File: src/rtl/imem_boot_ctrl_if.sv
// Bundle between the UART RX / pipeline top and the instruction-memory boot
// controller.
//
// Handshake: i_rx_valid is a one-cycle strobe that qualifies i_rx_data.
// There is no ready signal; the controller samples every strobe and drops the
// bytes its current state does not accept. o_we is a one-cycle write strobe
// that qualifies o_inst_addr/o_instr_data, and the memory must accept it.
interface imem_boot_ctrl_if;
  logic        i_rx_valid;
  logic [7:0]  i_rx_data;
  logic        i_end_of_prog;
  logic        o_we;
  logic [31:0] o_inst_addr;
  logic [31:0] o_instr_data;
  logic        o_halt;
  logic        o_pipe_rst_n;
  logic        o_loaded;
  logic        o_err;
  logic [2:0]  o_state;

  // Host side: UART RX and pipeline status drive, memory/pipeline controls observed
  modport master (
    output i_rx_valid, i_rx_data, i_end_of_prog,
    input  o_we, o_inst_addr, o_instr_data, o_halt, o_pipe_rst_n,
           o_loaded, o_err, o_state
  );

  // Controller side
  modport slave (
    input  i_rx_valid, i_rx_data, i_end_of_prog,
    output o_we, o_inst_addr, o_instr_data, o_halt, o_pipe_rst_n,
           o_loaded, o_err, o_state
  );
endinterface

File: src/rtl/imem_boot_ctrl.sv
// Instruction-memory boot controller: loads a program from a UART byte stream
// (big-endian words, terminated by an end-of-program word that is also stored),
// then gates the pipeline with run / single-step commands.
// Every output is a register; next values are derived from the next state.
module imem_boot_ctrl #(
  parameter int          NB_ADDR  = 8,
  parameter logic [7:0]  CMD_LOAD = 8'h4C,
  parameter logic [7:0]  CMD_RUN  = 8'h43,
  parameter logic [7:0]  CMD_STEP = 8'h53,
  parameter logic [31:0] EOP_WORD = 32'hFFFF_FFFF
) (
  input logic              clk,
  input logic              i_rst_n,
  imem_boot_ctrl_if.slave  bus
);

  typedef enum logic [2:0] {
    IDLE  = 3'd0,
    LOAD  = 3'd1,
    WRITE = 3'd2,
    RUN   = 3'd3,
    STEP  = 3'd4,
    DONE  = 3'd5
  } state_e;

  // Last word-aligned address; a non-EOP word written here means overflow
  localparam logic [NB_ADDR-1:0] ADDR_LAST = {{(NB_ADDR-2){1'b1}}, 2'b00};
  localparam logic [NB_ADDR-1:0] ADDR_STEP = NB_ADDR'(4);

  state_e             state_q, state_d;
  logic [NB_ADDR-1:0] addr_q, addr_d;
  logic [1:0]         cnt_q, cnt_d;
  logic [31:0]        word_q, word_d;
  logic [31:0]        data_q, data_d;
  logic               we_q, we_d;
  logic               halt_q, halt_d;
  logic               pipe_rst_n_q, pipe_rst_n_d;
  logic               loaded_q, loaded_d;
  logic               err_q, err_d;

  // Next-state and next-output logic
  always_comb begin
    state_d      = state_q;
    addr_d       = addr_q;
    cnt_d        = cnt_q;
    word_d       = word_q;
    data_d       = data_q;
    loaded_d     = loaded_q;
    err_d        = err_q;
    we_d         = 1'b0;
    halt_d       = 1'b1;
    pipe_rst_n_d = 1'b0;

    case (state_q)
      IDLE, DONE: begin
        if (bus.i_rx_valid) begin
          if (bus.i_rx_data == CMD_LOAD) begin
            state_d  = LOAD;
            cnt_d    = 2'd0;
            addr_d   = '0;
            loaded_d = 1'b0;
            err_d    = 1'b0;
          end else if (bus.i_rx_data == CMD_RUN || bus.i_rx_data == CMD_STEP) begin
            // DONE always refuses: the program must be reloaded first
            if (state_q == IDLE && loaded_q) begin
              state_d = (bus.i_rx_data == CMD_RUN) ? RUN : STEP;
            end else begin
              err_d = 1'b1;
            end
          end
        end
      end
      LOAD: begin
        if (bus.i_rx_valid) begin
          word_d = {word_q[23:0], bus.i_rx_data};
          if (cnt_q == 2'd3) begin
            data_d  = {word_q[23:0], bus.i_rx_data};
            cnt_d   = 2'd0;
            state_d = WRITE;
          end else begin
            cnt_d = cnt_q + 2'd1;
          end
        end
      end
      WRITE: begin
        if (data_q == EOP_WORD) begin
          loaded_d = 1'b1;
          addr_d   = '0;
          state_d  = IDLE;
        end else if (addr_q == ADDR_LAST) begin
          err_d    = 1'b1;
          loaded_d = 1'b0;
          addr_d   = '0;
          state_d  = IDLE;
        end else begin
          addr_d  = addr_q + ADDR_STEP;
          state_d = LOAD;
        end
      end
      RUN: begin
        if (bus.i_end_of_prog) state_d = DONE;
      end
      STEP: begin
        state_d = bus.i_end_of_prog ? DONE : IDLE;
      end
      default: state_d = IDLE;
    endcase

    we_d         = (state_d == WRITE);
    halt_d       = !(state_d == RUN || state_d == STEP);
    pipe_rst_n_d = (state_d == LOAD || state_d == WRITE) ? 1'b0 : loaded_d;
  end

  // State and output registers; reset aborts any load in progress
  always_ff @(posedge clk or negedge i_rst_n) begin
    if (!i_rst_n) begin
      state_q      <= IDLE;
      addr_q       <= '0;
      cnt_q        <= 2'd0;
      word_q       <= 32'd0;
      data_q       <= 32'd0;
      we_q         <= 1'b0;
      halt_q       <= 1'b1;
      pipe_rst_n_q <= 1'b0;
      loaded_q     <= 1'b0;
      err_q        <= 1'b0;
    end else begin
      state_q      <= state_d;
      addr_q       <= addr_d;
      cnt_q        <= cnt_d;
      word_q       <= word_d;
      data_q       <= data_d;
      we_q         <= we_d;
      halt_q       <= halt_d;
      pipe_rst_n_q <= pipe_rst_n_d;
      loaded_q     <= loaded_d;
      err_q        <= err_d;
    end
  end

  assign bus.o_we         = we_q;
  assign bus.o_inst_addr  = {{(32-NB_ADDR){1'b0}}, addr_q};
  assign bus.o_instr_data = data_q;
  assign bus.o_halt       = halt_q;
  assign bus.o_pipe_rst_n = pipe_rst_n_q;
  assign bus.o_loaded     = loaded_q;
  assign bus.o_err        = err_q;
  assign bus.o_state      = state_q;

endmodule

File: src/flat_wrapper.sv
// flat-port wrapper written by rule: the top's interface ports become plain ports
module imem_boot_ctrl_flat 
#(
  parameter int          NB_ADDR  = 8,
  parameter logic [7:0]  CMD_LOAD = 8'h4C,
  parameter logic [7:0]  CMD_RUN  = 8'h43,
  parameter logic [7:0]  CMD_STEP = 8'h53,
  parameter logic [31:0] EOP_WORD = 32'hFFFF_FFFF
)
  (clk, i_rst_n, bus_i_rx_valid, bus_i_rx_data, bus_i_end_of_prog, bus_o_we, bus_o_inst_addr, bus_o_instr_data, bus_o_halt, bus_o_pipe_rst_n, bus_o_loaded, bus_o_err, bus_o_state);
  imem_boot_ctrl_if bus_i ();
  input logic clk;
  input logic i_rst_n;
  input wire logic [$bits(bus_i.i_rx_valid)-1:0] bus_i_rx_valid;
  input wire logic [$bits(bus_i.i_rx_data)-1:0] bus_i_rx_data;
  input wire logic [$bits(bus_i.i_end_of_prog)-1:0] bus_i_end_of_prog;
  output wire logic [$bits(bus_i.o_we)-1:0] bus_o_we;
  output wire logic [$bits(bus_i.o_inst_addr)-1:0] bus_o_inst_addr;
  output wire logic [$bits(bus_i.o_instr_data)-1:0] bus_o_instr_data;
  output wire logic [$bits(bus_i.o_halt)-1:0] bus_o_halt;
  output wire logic [$bits(bus_i.o_pipe_rst_n)-1:0] bus_o_pipe_rst_n;
  output wire logic [$bits(bus_i.o_loaded)-1:0] bus_o_loaded;
  output wire logic [$bits(bus_i.o_err)-1:0] bus_o_err;
  output wire logic [$bits(bus_i.o_state)-1:0] bus_o_state;
  assign bus_i.i_rx_valid = bus_i_rx_valid;
  assign bus_i.i_rx_data = bus_i_rx_data;
  assign bus_i.i_end_of_prog = bus_i_end_of_prog;
  assign bus_o_we = bus_i.o_we;
  assign bus_o_inst_addr = bus_i.o_inst_addr;
  assign bus_o_instr_data = bus_i.o_instr_data;
  assign bus_o_halt = bus_i.o_halt;
  assign bus_o_pipe_rst_n = bus_i.o_pipe_rst_n;
  assign bus_o_loaded = bus_i.o_loaded;
  assign bus_o_err = bus_i.o_err;
  assign bus_o_state = bus_i.o_state;
  imem_boot_ctrl #(.NB_ADDR(NB_ADDR), .CMD_LOAD(CMD_LOAD), .CMD_RUN(CMD_RUN), .CMD_STEP(CMD_STEP), .EOP_WORD(EOP_WORD)) u_core (.clk(clk), .i_rst_n(i_rst_n), .bus(bus_i));
endmodule
File: config.mk
export PLATFORM = sky130hd
export DESIGN_NAME = imem_boot_ctrl_flat
export DESIGN_NICKNAME = d
export VERILOG_FILES = /design/src/rtl/imem_boot_ctrl_if.sv /design/src/rtl/imem_boot_ctrl.sv /design/src/flat_wrapper.sv
export SDC_FILE = /design/constraint.sdc
export NUM_CORES = 1
export LEC_CHECK = 0
export BUFFER_PORTS_ARGS = -buffer_cell sky130_fd_sc_hd__buf_2
export CORE_MARGIN = 2
export CORE_UTILIZATION = 57
export DETAILED_ROUTE_END_ITERATION = 12
export PLACE_DENSITY = 0.85
export SYNTH_ARGS = -nofsm -noshare
export SYNTH_HDL_FRONTEND = slang
export SYNTH_SLANG_ARGS = --single-unit
File: constraint.sdc
create_clock -name clk -period 5 [get_ports clk]
set_input_delay 0.5 -clock clk [delete_from_list [all_inputs] [get_ports clk]]
set_output_delay 0.5 -clock clk [all_outputs]
set_load 0.05 [all_outputs]
Word-level counts from Yosys, hierarchy flattened
Index checks and enable logic that the tools add are counted. W data, S select, Z words.

Register bits after elaboration: 74. Input bits: 12. Output and inout bits: 72.

Add/sub/neg operators: 2. Equal/unequal tests: 22. Muxes and demuxes: 35. Reduce and logical (&&, ||, !) cells: 14.

Operators with widths (count): $eq A32 B32 Y1 const B (1); $mux W8 (4); $mux W3 (10); $eq A8 B7 Y1 const B (3); $pmux W8 S2 (1); $pmux W3 S5 (1); $eq A3 B2 Y1 const B (4); $mux W1 (12); $eq A3 B3 Y1 const B (3); $add A8 B3 Y8 const B (1); $eq A8 B8 Y1 const B (1); $mux W2 (4); $eq A3 B1 Y1 const B (2); $ne A2 B2 Y1 const B (3); $reduce_and A3 Y1 (2); $reduce_and A6 Y1 (1); $ne A2 B1 Y1 const B (2); $pmux W1 S2 (2); $pmux W2 S2 (1); $reduce_and A4 Y1 (1); $reduce_bool A2 Y1 (2); $logic_not A3 Y1 (1); $logic_or A1 B1 Y1 (3); $ne A3 B1 Y1 const B (1); other kinds (7) (7).

Logic depth before layout (Yosys ltp)
Gate-level depths: netlist of the first run.

Depth after elaboration: 10. Depth in mapped cells: 7.

Least setup slack after synthesis of the first run
Ideal clock, no wire load.

Path type: reg2reg. From: register u_core.state_q[0], in the netlist u_core.bus.o_state[0]. To: register u_core.data_q[10], in the netlist u_core.bus.o_instr_data[10]. Setup time: 128 ps. Arrival: 1859 ps. Data required time: 4872 ps. Path slack: 3013 ps. Stages on the path, launching flop included: 7. Path buffers: 3. Period minus slack after synthesis: 1987 ps. Cells stage by stage: dfrtp_1 -> buf_6 -> and4bb_1 -> and2_1 -> buf_2 -> buf_2 -> mux2_1.

Word-level cells in the longest chain between the ends: 2.

Ends and longest elaborated chain: start, declared (RTL line imem_boot_ctrl.sv:30) `state_e state_q, state_d;`; start signal, assigned (RTL line imem_boot_ctrl.sv:128) `state_q <= state_d;`; $eq A3 B1 Y1 (RTL line imem_boot_ctrl.sv:54) `case (state_q)`; $reduce_and A3 Y1 (no source line); end signal, assigned (RTL line imem_boot_ctrl.sv:132) `data_q <= data_d;`; end, declared (RTL line imem_boot_ctrl.sv:34) `logic [31:0] data_q, data_d;`.

Every way passes these cells. A chain may end at the register's enable or synchronous reset.

Worst setup path after layout of the first run
From: register u_core.state_q[2], in the netlist u_core.bus.o_state[2]. To: register u_core.data_q[24], in the netlist u_core.bus.o_instr_data[24].

The elaborated chain is that of the path after synthesis.

==> impl_metrics.tcl, run 1 <==
set metrics [dict create \
    status "finished clean" \
    swShare 0.305 \
    r2r_setup_slack_ns 2.61 \
    setup_violations 0 \
    seq_area_frac_synth 0.530 \
    ios 84 \
    worstReg2RegEnd "u_core.bus.o_instr_data[24]" \
    internal_power_mw 1.11 \
    clockPowerShare 0.347 \
    cap_viol_max_count 0 \
    placementRows 28 \
    startpoint "u_core.bus.o_state[2]" \
    areaGrowthSynthToFinish_pct 14.3 \
    power_mw 1.59 \
    fin_crit_ns 2.39 \
    slew_viol_final 0 \
    clock-sinks 72 \
    avgViaCountPerCell 5.59 \
    die-area_mm2 0.00660 \
    min_path_type "input port to async pin" \
    ys_warn_count 0 \
    cts-hold-fix-buffers 0 \
    r2r_start "u_core.bus.o_state[2]" \
    skew_ns 0.00797 \
    grt_pass1_vias 2096 \
    grt_pass1_wl_mm 10.5 \
    grt_max_degree 73 \
    cts_buffer_depth 2 \
    ys_types 48 \
    grt-ovfl-total 0 \
    root_buffer "clkbuf_8" \
    p_comb_frac 0.179 \
    critical_path_class "flop to flop" \
    antenna_cells 0 \
    synth_cells 260 \
    initial_core_util 0.581 \
    gp_congestion 0.866 \
    hold_slack_ns 0.348 \
    ant_nets 0 \
    p_sw_uw 487 \
    drc 0 \
    wl_per_cell_um 16.1 \
    post_cts_buffers 0 \
    fin_crit_sh 0.478 \
    ys_ff_latch 72 \
    avgSynthCellArea_um2 13.1 \
    rsz0062_at_grt "false" \
    dp_hpwl_mm 4.43 \
    path_max_fanout 34 \
    wirelength_mm 6.43 \
    vias 2231 \
    insertion_delay_ns 0.35 \
    coreArea_mm2 0.00585 \
    die_w_um 81.2 \
    finalHoldViolations 0 \
    synth_edf_count 0 \
    numCtsBuffers 9 \
    synth_area_mm2 0.00340 \
    fin_util 0.664 \
    leakagePower_nw 2.10 \
    synth-main-ff-cell "dfrtp_1" \
    antenna_found_initial 0 \
    critPathCapture "u_core.bus.o_instr_data[24]" \
    cp-end-kind "flop" \
    nets 334 \
    ir_worst_vdd_uv 304 \
    grt_usage 0.214 \
    first_pass_iters 4 \
    ys_async_sr_fraction 1.00 \
    p_per_area_mw_per_mm2 411 \
    slew-limit-headroom 0.419 \
    worst_setup_path_start_kind "flop" \
    drive_gt1_frac 0.287 \
    tightest_slew_ns 0.872 \
    cts.reportedPaths.clkPinSlew_ns 0.08 \
    rr_worst_depth 5 \
    fin_tns_setup_ns 0 \
    htree_levels 3 \
    die_y_um 81.2 \
    pwr-share-seq 0.475 \
    required_ns 5.22 \
    arrival_ns 2.62 \
    numPortBuffers 57 \
    cts_resized 0 \
    fillers 423 \
    drt-initial-drc-count 161 \
    cts_tree "done" \
    max_freq_mhz 418 \
]
final cells by class:
type | instances | area, µm² | area share
sequential | 72 | 1800 | 0.464
multi-input combinational | 172 | 1420 | 0.366
timing repair buffer | 60 | 308 | 0.0792
clock buffer | 9 | 124 | 0.0319
clock inverter | 7 | 120 | 0.0309
tap | 75 | 93.8 | 0.0242
inverter | 4 | 15.0 | 0.00386
power by group through the flow:
stage                     Clock [mW]  Combinational, mW  Sequential, mW
after floorplan                    0              0.192           0.793
after global placement             0              0.277           0.761
after detailed placement           0              0.286           0.767
after CTS                      0.558              0.288           0.757
after global routing           0.585              0.312           0.770
final                          0.553              0.285           0.757
cell families (layout without fill, tap and decap cells):
kind of cell	Yosys count	count (layout)	share of synthesized area
adders and majority gates	3	3	0.0110
muxes	58	58	0.192
other	1	26	0.00110
AOI/OAI and AO/OA	32	32	0.0740
and+or+nand+nor	52	52	0.110
buffers and inverters	41	80	0.0791
DFF	72	72	0.530
xor gates and xnor gates	1	1	0.00258
worst max-delay path: stages, from the launching register on:
cell	delay, ns
dfrtp_1	0.53
and4bb_1	0.34
buf_4	0.33
and2_1	0.25
buf_4	0.42
mux2_1	0.38
cells in the final DEF (no fill, tap or decap), types with 2 or more instances in the layout:
cell,count
conb_1,26
a22o_1,4
bufinv_16,3
nand4_1,12
nand2_1,6
o21ai_1,6
and3_1,3
a21oi_1,6
mux2_2,7
dfrtp_1,71
and2_1,2
buf_4,3
nor4_4,2
a21boi_1,2
nand2b_1,2
nor2_1,6
inv_1,4
and4bb_1,3
a21o_1,3
buf_2,57
ha_1,3
clkbuf_8,9
mux2_1,50
nand3_1,6
clkinv_4,2
synthesized netlist by cell type, types with 2 or more instances:
master	instances	area [µm²]
clkbuf_1	2	7.51
nand2b_1	2	12.5
nand2_1	6	22.5
a22o_1	4	35.0
nand3_1	6	30.0
a21oi_1	6	30.0
buf_4	26	195
ha_1	3	37.5
mux2_1	50	563
nand4_1	12	75.1
a21boi_1	2	15.0
and4bb_1	3	37.5
mux2_2	7	78.8
a21o_1	3	22.5
dfrtp_1	71	1780
buf_2	8	40.0
nor2_1	6	22.5
nor4_4	2	42.5
inv_1	4	15.0
o21ai_1	6	30.0
and3_1	3	18.8
and2_1	2	12.5
per-stage QoR:
stage / cells / instance area (µm²) / worst slack (ns)
after CTS: 399 / 3880 / 2.61
after floorplan: 285 / 3490 / 3.01
after global placement: 383 / 3640 / 2.70
after detailed placement: 383 / 3640 / 2.61
final: 399 / 3880 / 2.61
after global routing: 399 / 3880 / 2.45
sequential cells by signal, summed over array words and instances (netlist names):
name / flops
u_core.bus.o_instr_data: 32
u_core.bus.o_we: 1
u_core.bus.o_pipe_rst_n: 1
u_core.addr_q: 6
u_core.bus.o_err: 1
u_core.cnt_q: 2
u_core.bus.o_loaded: 1
u_core.bus.o_state: 3
u_core.bus.o_halt: 1
u_core.word_q: 24
worst min path at each step:
stage,start,end,slack (ns),depth (start not counted)
after floorplan,i_rst_n,u_core.addr_q[2],0.20,0
after global placement,u_core.word_q[17],u_core.word_q[17],0.47,1
after detailed placement,u_core.word_q[17],u_core.word_q[17],0.47,1
after CTS,i_rst_n,u_core.word_q[15],0.39,2
after global routing,bus_i_rx_data[1],u_core.word_q[1],0.42,2
final,i_rst_n,u_core.bus.o_instr_data[21],0.35,2
metal layers:
layer	global-route usage	up-vias	part of all wire
li1	-	1016	-
met1	0.293	1132	0.45
met2	0.334	69	0.49
met3	0.0422	14	0.044
met4	0.0949	0	0.019
met5	0	-	0
(Power assumes the default switching activity.)
==> inputs of run 2 (changes only) <==
--- a/config.mk
+++ b/config.mk
@@ -5,11 +5,12 @@
 export SDC_FILE = /design/constraint.sdc
 export NUM_CORES = 1
 export LEC_CHECK = 0
+export ABC_AREA = 1
 export BUFFER_PORTS_ARGS = -buffer_cell sky130_fd_sc_hd__buf_2
 export CORE_MARGIN = 2
-export CORE_UTILIZATION = 57
+export CORE_UTILIZATION = 48
 export DETAILED_ROUTE_END_ITERATION = 12
-export PLACE_DENSITY = 0.85
+export PLACE_DENSITY = 0.76
 export SYNTH_ARGS = -nofsm -noshare
 export SYNTH_HDL_FRONTEND = slang
 export SYNTH_SLANG_ARGS = --single-unit
==> constraint.sdc (replaced) <==
create_clock -name clk -period 1.95 [get_ports clk]
set_input_delay 0.195 -clock clk [delete_from_list [all_inputs] [get_ports clk]]
set_output_delay 0.195 -clock clk [all_outputs]
set_load 0.05 [all_outputs]
==> impl_metrics.tcl, run 2 <==
set metrics [dict create \
    synth_edf_count 0 \
    layout.cells.most_common "nand2_1" \
    grt_pass1_wl_mm 11.7 \
    worstReg2RegEnd "u_core.bus.o_pipe_rst_n" \
    die_y_um 88.0 \
    fin_crit_sh 0.840 \
    numCtsBuffers 9 \
    wirelength_mm 6.97 \
    drc 0 \
    yosysTopAreaCell "dfrtp_1" \
    ys_ff_latch 72 \
    placed_area_mm2 0.00366 \
    ir_worst_vdd_uv 1040 \
    areaGrowthSynthToFinish_pct 13.5 \
    critPathCapture "u_core.bus.o_pipe_rst_n" \
    synth-main-ff-cell "dfrtp_1" \
    die-area_mm2 0.00775 \
    path_max_fanout 6 \
    synth_area_mm2 0.00339 \
    setup_violations 0 \
    avgSynthCellArea_um2 8.62 \
    rr_worst_depth 10 \
    vias 2638 \
    wl_per_cell_um 12.6 \
    yosys-top-cells-count "nand2_1 (129), dfrtp_1 (71), buf_4 (27)" \
    max_freq_mhz 610 \
    cts_resized 0 \
    seq_area_frac_synth 0.532 \
    first_pass_iters 4 \
    cpMostUsedCell "nand2_1" \
    leakagePower_nw 2.00 \
    ys_warn_count 0 \
    hold_slack_ns 0.100 \
    largest_reg_flops 32 \
    arrival_ns 1.91 \
    drive_gt1_frac 0.214 \
    critical_path_depth 10 \
    fin_crit_ns 1.64 \
    synth.area.top_cells "dfrtp_1 (52%), nand2_1 (14%), buf_4 (6.0%)" \
    setup_ws_ns 0.311 \
    fin_area_mm2 0.00384 \
    fin_tns_setup_ns 0 \
    cts_buffer_depth 2 \
    power_mw 7.14 \
    status "finished clean" \
    dp_hpwl_mm 4.98 \
    grt_max_degree 73 \
    r2r_start "u_core.addr_q[2]" \
    r2r_setup_slack_ns 0.31 \
    synth_top_cell_area_share 0.524 \
    startpoint "u_core.addr_q[2]" \
    min_path_type "input port to flop" \
    layoutNonFillerInstCount 553 \
    cp_top_family "simple AND/OR/NAND/NOR gates" \
    grt_usage 0.198 \
    yosysMostFrequentCell "nand2_1" \
    cap_viol_max_count 0 \
    antenna_found_initial 0 \
    drt-initial-drc-count 166 \
    antenna_cells 0 \
    dpl.cell_count 537 \
    coreArea_mm2 0.00679 \
    slew_viol_final 0 \
    ant_nets 0 \
    rsz0062_at_grt "false" \
    numPortBuffers 57 \
    cp-end-kind "flop" \
    cpPeakStageDelay_ns 0.44 \
    path_buf_inv 0 \
    worst_setup_path_start_kind "flop" \
    required_ns 2.22 \
    critical_path_class "flop to flop" \
    path_cells "ha_1 -> nand3_1 -> nor2_2 -> nor2_1 -> nor2_2 -> nand2_1 -> nand2_1 -> nand2_1 -> nand2_1 -> a21oi_2" \
    root_buffer "clkbuf_8" \
    initial_core_util 0.499 \
    fillers 617 \
    cts-hold-fix-buffers 1 \
    skew_ns 0.00832 \
    place_ws_ns 0.349 \
    mostFrequentLayoutCells "nand2_1 (129), dfrtp_1 (71), buf_2 (57), conb_1 (26)" \
    htree_levels 3 \
    slowest_stage "dfrtp_1" \
    avgViaCountPerCell 4.77 \
    ys_async_sr_fraction 1.00 \
    p_per_area_mw_per_mm2 1860 \
    placementRows 30 \
    nets 468 \
    gp_congestion 0.887 \
    synth_cells 393 \
    grt_pass1_vias 2453 \
    ys_types 32 \
    grt-ovfl-total 0 \
    clock-sinks 72 \
    post_cts_buffers 0 \
    fin_util 0.566 \
    ios 84 \
    insertion_delay_ns 0.35 \
    die_w_um 88.0 \
    cts.reportedPaths.clkPinSlew_ns 0.07 \
    finalHoldViolations 0 \
    cts_tree "done" \
]
[run 2: layer usage]
layer  vias up  GRT usage  part of all wire
li1       1310          -                 -
met1      1234      0.269              0.45
met2        84      0.306              0.47
met3        10     0.0537             0.069
met4         0     0.0758             0.015
met5         -          0                 0
[run 2: layout make-up]
cell class | count | area [µm²] | share of cell area
tap | 96 | 120 | 0.0312
inverter | 30 | 113 | 0.0293
multi-input combinational | 279 | 1290 | 0.337
sequential | 72 | 1800 | 0.469
clock inverter | 5 | 33.8 | 0.00879
timing repair buffer | 61 | 343 | 0.0892
clock buffer | 10 | 138 | 0.0358
[run 2: kinds of logic after synthesis]
| kind of cell | after synthesis | synth area share |
|---|---|---|
| other | 1 | 0.00111 |
| flip-flops | 72 | 0.532 |
| AO/OA/AOI/OAI | 58 | 0.0982 |
| AND/OR/NAND/NOR | 188 | 0.234 |
| XOR/XNOR | 4 | 0.0103 |
| adder cells (fa/ha/maj) | 3 | 0.0111 |
| buffers and inverters | 67 | 0.113 |
[run 2: power breakdown]
part | internal (mW) | leakage, nW | switching, mW
clock | 0.486 | 0.0841 | 0.547
combinational | 0.843 | 1.01 | 2.66
sequential | 2.14 | 0.908 | 0.470
total | 3.47 | 2.00 | 3.67
[run 2: worst min-delay path by stage]
| stage | start | end | slack [ns] | cells past startpoint |
|---|---|---|---|---|
| 2_1_floorplan | i_rst_n | u_core.addr_q[2] | -0.10 | 0 |
| 3_3_place_gp | i_rst_n | u_core.bus.o_pipe_rst_n | 0.24 | 2 |
| 3_5_place_dp | i_rst_n | u_core.bus.o_instr_data[3] | 0.25 | 2 |
| 4_1_cts | bus_i_rx_data[5] | u_core.word_q[5] | 0.08 | 3 |
| 5_1_grt | bus_i_rx_data[6] | u_core.word_q[6] | 0.09 | 3 |
| 6_report | bus_i_rx_data[5] | u_core.word_q[5] | 0.10 | 3 |
[run 2: worst register-to-register path: cells and delay by family (launching register included)]
| kind | cells | cell delay, ns |
|---|---|---|
| flip-flops | 1 | 0.44 |
| AND/OR/NAND/NOR | 8 | 0.80 |
| AO/OA/AOI/OAI | 1 | 0.11 |
| adder cells (fa/ha/maj) | 1 | 0.22 |
